--- src/rtl/pwm_meas_pkg.sv ---
// Shared types and constants for the PWM period/high-time measurement block.
package pwm_meas_pkg;

  typedef enum logic [1:0] {
    ARM  = 2'd0,
    HIGH = 2'd1,
    LOW  = 2'd2
  } state_e;

  // All-ones value of a w-bit counter (w < 32).
  function automatic logic [31:0] count_max(input int unsigned w);
    return (32'd1 << w) - 32'd1;
  endfunction

endpackage

--- src/rtl/hyst_comp.sv ---
// Registered hysteresis comparator: signed compare against a rising and a falling threshold.
module hyst_comp #(
  parameter int WIDTH = 18
) (
  input  logic             clk_i,
  input  logic             rst_ni,
  input  logic [WIDTH-1:0] in_val_i,
  input  logic [WIDTH-1:0] th_hi_i,
  input  logic [WIDTH-1:0] th_lo_i,
  output logic             dig_o
);

  logic dig_q, dig_d;

  // Values equal to either threshold sit inside the band and hold the output.
  always_comb begin
    dig_d = dig_q;
    if ($signed(in_val_i) > $signed(th_hi_i))      dig_d = 1'b1;
    else if ($signed(in_val_i) < $signed(th_lo_i)) dig_d = 1'b0;
  end

  always_ff @(posedge clk_i or negedge rst_ni) begin
    if (!rst_ni) dig_q <= 1'b0;
    else         dig_q <= dig_d;
  end

  assign dig_o = dig_q;

endmodule

--- src/rtl/pwm_meas.sv ---
// PWM receiver: recovers a square wave from a fixed-point sample stream and
// measures period / high time between rising edges, delivered over valid/ready.
module pwm_meas
  import pwm_meas_pkg::*;
#(
  parameter int WIDTH   = 18,
  parameter int COUNT_W = 16,
  parameter int OVR_W   = 8
) (
  input  logic               emu_clk,
  input  logic               emu_rst_n,
  input  logic               en,
  input  logic [WIDTH-1:0]   in_val,
  input  logic [WIDTH-1:0]   th_hi,
  input  logic [WIDTH-1:0]   th_lo,
  output logic               in_dig,
  output logic               meas_valid,
  input  logic               meas_ready,
  output logic [COUNT_W-1:0] meas_period,
  output logic [COUNT_W-1:0] meas_high,
  output logic               meas_sat,
  output logic [OVR_W-1:0]   ovr_cnt
);

  localparam logic [COUNT_W-1:0] CMAX = COUNT_W'(count_max(COUNT_W));

  state_e             state_q, state_d;
  logic [COUNT_W-1:0] cnt_q, cnt_d, hi_q, hi_d, cnt_inc;
  logic               sat_q, sat_d, inc_sat;
  logic               dig_prev_q, rise, fall, load;
  logic               vld_q, vld_d, osat_q, osat_d;
  logic [COUNT_W-1:0] per_q, per_d, high_q, high_d;
  logic [OVR_W-1:0]   ovr_q, ovr_d;

  hyst_comp #(.WIDTH(WIDTH)) u_comp (
    .clk_i    (emu_clk),
    .rst_ni   (emu_rst_n),
    .in_val_i (in_val),
    .th_hi_i  (th_hi),
    .th_lo_i  (th_lo),
    .dig_o    (in_dig)
  );

  assign rise = in_dig & ~dig_prev_q;
  assign fall = ~in_dig & dig_prev_q;

  always_comb begin
    cnt_inc = (cnt_q == CMAX) ? cnt_q : cnt_q + COUNT_W'(1);
    inc_sat = (cnt_q == CMAX);
  end

  always_comb begin
    state_d = state_q;
    cnt_d   = cnt_q;
    hi_d    = hi_q;
    sat_d   = sat_q;
    load    = 1'b0;
    case (state_q)
      ARM: if (rise) begin
        cnt_d   = COUNT_W'(1);
        sat_d   = 1'b0;
        state_d = HIGH;
      end
      HIGH: begin
        cnt_d = cnt_inc;
        sat_d = sat_q | inc_sat;
        if (fall) begin
          hi_d    = cnt_q;
          state_d = LOW;
        end
      end
      LOW: begin
        if (rise) begin
          load    = 1'b1;
          cnt_d   = COUNT_W'(1);
          sat_d   = 1'b0;
          state_d = HIGH;
        end else begin
          cnt_d = cnt_inc;
          sat_d = sat_q | inc_sat;
        end
      end
      default: state_d = ARM;
    endcase
    // Disabled: drop back to ARM; a pending result is left untouched below.
    if (!en) begin
      state_d = ARM;
      cnt_d   = '0;
      hi_d    = '0;
      sat_d   = 1'b0;
      load    = 1'b0;
    end
  end

  always_comb begin
    vld_d  = vld_q;
    per_d  = per_q;
    high_d = high_q;
    osat_d = osat_q;
    ovr_d  = ovr_q;
    if (vld_q && meas_ready) vld_d = 1'b0;
    if (load) begin
      if (!vld_q || meas_ready) begin
        vld_d  = 1'b1;
        per_d  = cnt_q;
        high_d = hi_q;
        osat_d = sat_q;
      end else if (ovr_q != '1) begin
        ovr_d = ovr_q + OVR_W'(1);
      end
    end
  end

  always_ff @(posedge emu_clk or negedge emu_rst_n) begin
    if (!emu_rst_n) begin
      state_q    <= ARM;
      cnt_q      <= '0;
      hi_q       <= '0;
      sat_q      <= 1'b0;
      dig_prev_q <= 1'b0;
      vld_q      <= 1'b0;
      per_q      <= '0;
      high_q     <= '0;
      osat_q     <= 1'b0;
      ovr_q      <= '0;
    end else begin
      state_q    <= state_d;
      cnt_q      <= cnt_d;
      hi_q       <= hi_d;
      sat_q      <= sat_d;
      dig_prev_q <= in_dig;
      vld_q      <= vld_d;
      per_q      <= per_d;
      high_q     <= high_d;
      osat_q     <= osat_d;
      ovr_q      <= ovr_d;
    end
  end

  assign meas_valid  = vld_q;
  assign meas_period = per_q;
  assign meas_high   = high_q;
  assign meas_sat    = osat_q;
  assign ovr_cnt     = ovr_q;

endmodule

--- config.mk ---
export PLATFORM = sky130hd
export DESIGN_NAME = pwm_meas
export DESIGN_NICKNAME = d
export VERILOG_FILES = /design/src/rtl/pwm_meas_pkg.sv /design/src/rtl/hyst_comp.sv /design/src/rtl/pwm_meas.sv
export SDC_FILE = /design/constraint.sdc
export NUM_CORES = 1
export LEC_CHECK = 0
export ABC_CLOCK_PERIOD_IN_PS = 2500
export CORE_AREA = 4 4 76 131
export DETAILED_ROUTE_END_ITERATION = 10
export DIE_AREA = 0 0 80 135
export PLACE_DENSITY = 0.83
export SYNTH_ARGS = -nofsm -noshare
export SYNTH_HDL_FRONTEND = slang
export SYNTH_SLANG_ARGS = --single-unit
--- constraint.sdc ---
create_clock -name emu_clk -period 2.5 [get_ports emu_clk]
set_input_delay 0.5 -clock emu_clk [delete_from_list [all_inputs] [get_ports emu_clk]]
set_output_delay 0.5 -clock emu_clk [all_outputs]
set_load 0.02 [all_outputs]
* Word-level counts from Yosys, hierarchy flattened
Cells that the tools add are included.
** Storage, ports and cells
- Register bits after elaboration :: 79
- Bits of input ports :: 58
- Output and inout port bits :: 43
- Logic and storage cells :: 66
** Operators by class
- Add/subtract/negate cells :: 2
- Order comparisons :: 2
- Equal/unequal tests :: 10
- Multiplexer cells :: 24
- Bitwise gates (word level) :: 6
- Reduce and logical (&&, ||, !) cells :: 11
** Operator list (count)
- $mux W16 :: 7
- $pmux W16 S3 :: 1
- $gt A18 B18 Y1 :: 1
- $lt A18 B18 Y1 :: 1
- $add A16 B1 Y16 const B :: 1
- $eq A16 B16 Y1 const B :: 1
- $mux W1 :: 11
- $add A8 B1 Y8 const B :: 1
- $ne A8 B8 Y1 const B :: 1
- $reduce_and A2 Y1 :: 4
- $mux W2 :: 3
- $ne A3 B3 Y1 const B :: 2
- $ne A2 B1 Y1 const B :: 2
- $ne A4 B1 Y1 const B :: 1
- $pmux W2 S2 :: 1
- $ne A3 B2 Y1 const B :: 1
- $not A1 Y1 :: 3
- $pmux W1 S3 :: 1
- $reduce_and A3 Y1 :: 1
- $and A1 B1 Y1 :: 2
- $eq A2 B1 Y1 const B :: 1
- $eq A2 B2 Y1 const B :: 1
- $logic_not A2 Y1 :: 1
- $reduce_bool A2 Y1 :: 1
- other kinds (5) :: 5

* Logic depth before layout (Yosys ltp)
Gate-level depths: netlist of the first run.
- Word-level depth :: 6
- Mapped depth :: 9
- Mapped depth without buffers :: 8

* Modules after synthesis
From an unflattened synthesis of the first run, not the netlist that was laid out.
** Unflattened totals
- Cells, all modules :: 438
- Area, all modules :: 4419.2 um2
** Modules (own cells, without submodules)
- pwm_meas :: times used 1, cells an instance 310, area each 3465.8 um2, sequential area each 1951.9 um2
- hyst_comp :: times used 1, cells an instance 128, area each 953.4 um2, sequential area each 25.0 um2

* Least setup slack after synthesis of the first run
Ideal clock, no wire load.
- Path type :: input-to-reg
- Start :: input th_lo[7]
- End :: register u_comp.dig_q (netlist: u_comp.dig_o)
- Setup time :: 124 ps
- Arrival time :: 1829 ps
- Data required time :: 2376 ps
- Path slack :: 547 ps
- Stages :: 7
- Buffers on the path :: 0
- Cell sequence :: inv_1 -> ha_1 -> a211oi_1 -> nor2_1 -> o41ai_1 -> o2111ai_1 -> a211o_1
** Between the ends
- Word-level cells in the longest chain between the ends :: 2
** Ends and longest elaborated chain
- from (decl) :: RTL line pwm_meas.sv:15 : input logic [WIDTH-1:0] th_lo,
- $lt A18 B18 Y1 :: RTL line hyst_comp.sv:19 : else if ($signed(in_val_i) < $signed(th_lo_i)) dig_d = 1'b0;
- $reduce_bool A2 Y1 (no line)
- to (signal assigned) :: RTL line hyst_comp.sv:24 : else dig_q <= dig_d;
- to (decl) :: RTL line hyst_comp.sv:13 : logic dig_q, dig_d;
Every way passes these cells.
A chain may end at the register's enable or synchronous reset.

* Worst setup path in the final report of the first run
Ends and elaborated chain as after synthesis.

==> results of run 1 <==
-- worst min path at each step --
stage	cells past startpoint	start	to
CTS	2	emu_rst_n	meas_high[4]
finish	2	emu_rst_n	meas_high[4]
global placement	2	hi_q[9]	hi_q[9]
detailed placement	2	hi_q[12]	hi_q[12]
floorplan	0	emu_rst_n	cnt_q[0]
global route	2	emu_rst_n	hi_q[5]
-- kinds of logic (layout without fill, tap and decap cells) --
logic type / after synthesis / after routing / share of synthesized area [%]
muxes: 35 / 35 / 9.06
DFF: 79 / 79 / 45.6
xor gates and xnor gates: 13 / 13 / 2.63
buffers and inverters: 52 / 167 / 4.65
and+or+nand+nor: 126 / 126 / 14.7
AOI/OAI and AO/OA: 82 / 82 / 11.5
adders and majority gates: 41 / 41 / 11.8
-- where the power goes --
part	switching, mW	total [mW]	internal, mW
clock network	0.479	1.25	0.774
logic	0.246	0.473	0.226
registers	0.0276	1.33	1.30
-- through the flow --
stage	cell area (um2)	power [mW]	hold slack [ns]
2_1_floorplan	4340	1.61	0.204
3_3_place_gp	5540	1.80	0.458
3_5_place_dp	5540	1.82	0.473
4_1_cts	5830	3.09	0.198
5_1_grt	5830	3.20	0.202
6_report	5830	3.06	0.180
-- area by class of cell --
cell class,count,share of cell area (%)
Clock buffer,13,4.12
Timing Repair Buffer,111,19.0
Multi-Input combinational cell,297,37.1
Sequential cell,79,33.9
Tap cell,120,2.58
Clock inverter,3,0.751
Inverter,40,2.58
-- cells in the mapped netlist (4+ instances only) --
cell / instances
clkbuf_1: 7
nand4_1: 13
nor3_1: 6
nand3_1: 8
a21oi_1: 20
inv_1: 40
and3_1: 4
a211oi_1: 4
nand2_1: 50
dfrtp_1: 79
nor2_1: 19
xor2_1: 10
mux2_2: 34
nand2b_1: 4
o21ai_0: 27
a31oi_1: 4
nor2b_1: 5
ha_1: 41
buf_2: 5
-- routing by layer --
layer,global-route usage [%],wire [um],vias to the layer above
met4,7.89,249,0
li1,-,-,1716
met2,37.5,5560,124
met1,19.6,3630,1689
met3,4.47,511,22
met5,0,0,-
-- registers in the layout, indices dropped and copies added (netlist names) --
name,cells
meas_period,16
meas_valid,1
u_comp.dig_o,1
hi_q,16
cnt_q,16
dig_prev_q,1
meas_high,16
state_q,2
ovr_cnt,8
sat_q,1
meas_sat,1
==> impl_metrics.yaml, run 1 <==
worst_setup_path:
  path_class: "input port to flip-flop"
  worst_setup_path_end_kind: "flip-flop"
  cp-endpoint: "u_comp.dig_o"
  path_buf_inv: 2
  worst-path-stages: 8
  crit_path_max_fanout: 2
  required_ns: 2.71
  path_delay_family: "compound AO/OA/AOI/OAI gates"
  critical_path.max_stage_delay_ns: 0.45
  r2r-end: "cnt_q[11]"
  ff2ff_path_depth: 8
  crit_slowest_cell: "clkdlybuf4s50_1"
  setup.worst_path.start: "th_lo[7]"
  timing.rr.start: "state_q[0]"
  cp_cell_sequence: "clkdlybuf4s50_1 -> inv_1 -> ha_1 -> a211oi_1 -> nor2_1 -> o41ai_1 -> o2111ai_1 -> a211o_1"
  crit_path_start_kind: "input port"
  rrSetupSlack_ns: 0.39
  cp.arrival_ns: 2.50
finish:
  fin_util_pct: 64.9
  fillers: 739
  layout_commonest_cell: "clkdlybuf4s50_1"
  drive_above_1_share_pct: 12.9
  syn2layout_area_growth_pct: 34.4
  seqCellArea_um2: 1980
  final_cell_mix: "clkdlybuf4s50_1, dfrtp_1, nand2_1, ha_1, inv_1"
  finish.net_count: 637
  multi_input_area_um2: 2160
  stdcell_count: 663
  n_antenna_cell: 0
synthesis:
  ys_dominant_reg_cell: "dfrtp_1"
  synth_seq_cells: 79
  syn-instance-count: 428
  synth_area_leader_cell: "dfrtp_1"
  synthesis.area_um2: 4340
  syn-num-nets: 527
  synth_top_area_share_pct: 45.6
  synth-edff-count: 0
  avgSynthCellArea_um2: 10.1
  yosysSeqAreaShare_pct: 45.6
  yosys_warnings: 0
  async_reset_ff_share_pct: 100
  yosysUniqueCellTypes: 51
  netlist_top_cells_area: "dfrtp_1, ha_1, mux2_2, nand2_1, inv_1"
placed_design:
  dp_hpwl_um: 7680
  portBuffers: 100
  post-place-ws_ns: -0.128
  dp.cells: 647
  gp_congestion: 0.877
power:
  power_per_cell_area_nw_per_um2: 524
  p_leak_nw: 2.76
  ir_drop_uv: 353
global_routing:
  antenna_found_initial: 0
  grt_pass1_vias: 3721
  globalRouteOverflowTotal: 0
  grt_max_degree: 80
  grt.total_usage_pct: 19.6
  grt_pass1_wl_um: 16700
clocking:
  holdBufCountCts: 0
  htree_levels: 3
  clock_latency_ns: 0.33
  cts_resized: 0
  clk_pin_slew_ns: 0.06
  clk_path_buf_depth: 2
  post_cts.repair.setup_buffers: 0
  cts_tree: "done"
  cts_sinks: 79
  root_buffer: "clkbuf_16"
  cts_buffers: 9
sta:
  grt_setup_unrepaired: "no"
  slew_headroom_pct: 57.8
  tightest_slew_ns: 0.630
  period_needed_ns: 2.29
  setup_viol: 0
  final_max_slew_viol_count: 0
  finalHoldViolCount: 0
  setup_tns_ns: 0
  fin_ws_ns: 0.206
  skew_ns: 0.00666
  fin_crit_sh_pct: 91.8
  fmax_mhz: 436
floorplanning:
  die_h_um: 135
  coreArea_um2: 8980
  io_pins: 101
  initial_core_util_pct: 48.3
  num_rows: 46
  dieArea_um2: 10800
  die_w_um: 80
drt:
  wl_um: 9950
  dr.first_iter.drc_count: 253
  drc: 0
  dr_total_vias: 3551
  ant_nets: 0
  wire_per_inst_um: 15.0
  post_drt_via_cell_ratio: 5.36
  firstDrtPassIters: 4
flow_run:
  cap_violations: 0
min_path:
  hold_path_class: "input port to asynchronous set/reset pin"
status:
  status: "complete, no violations"
Note: power is estimated with default switching activity, not from simulation.
==> inputs of run 2 (changes only) <==
- SKIP_LAST_GASP: unset -> 1
- SLEW_MARGIN: unset -> 20
==> results of run 2 <==
Final layout, timing and power as in run 1 (identical DEF).
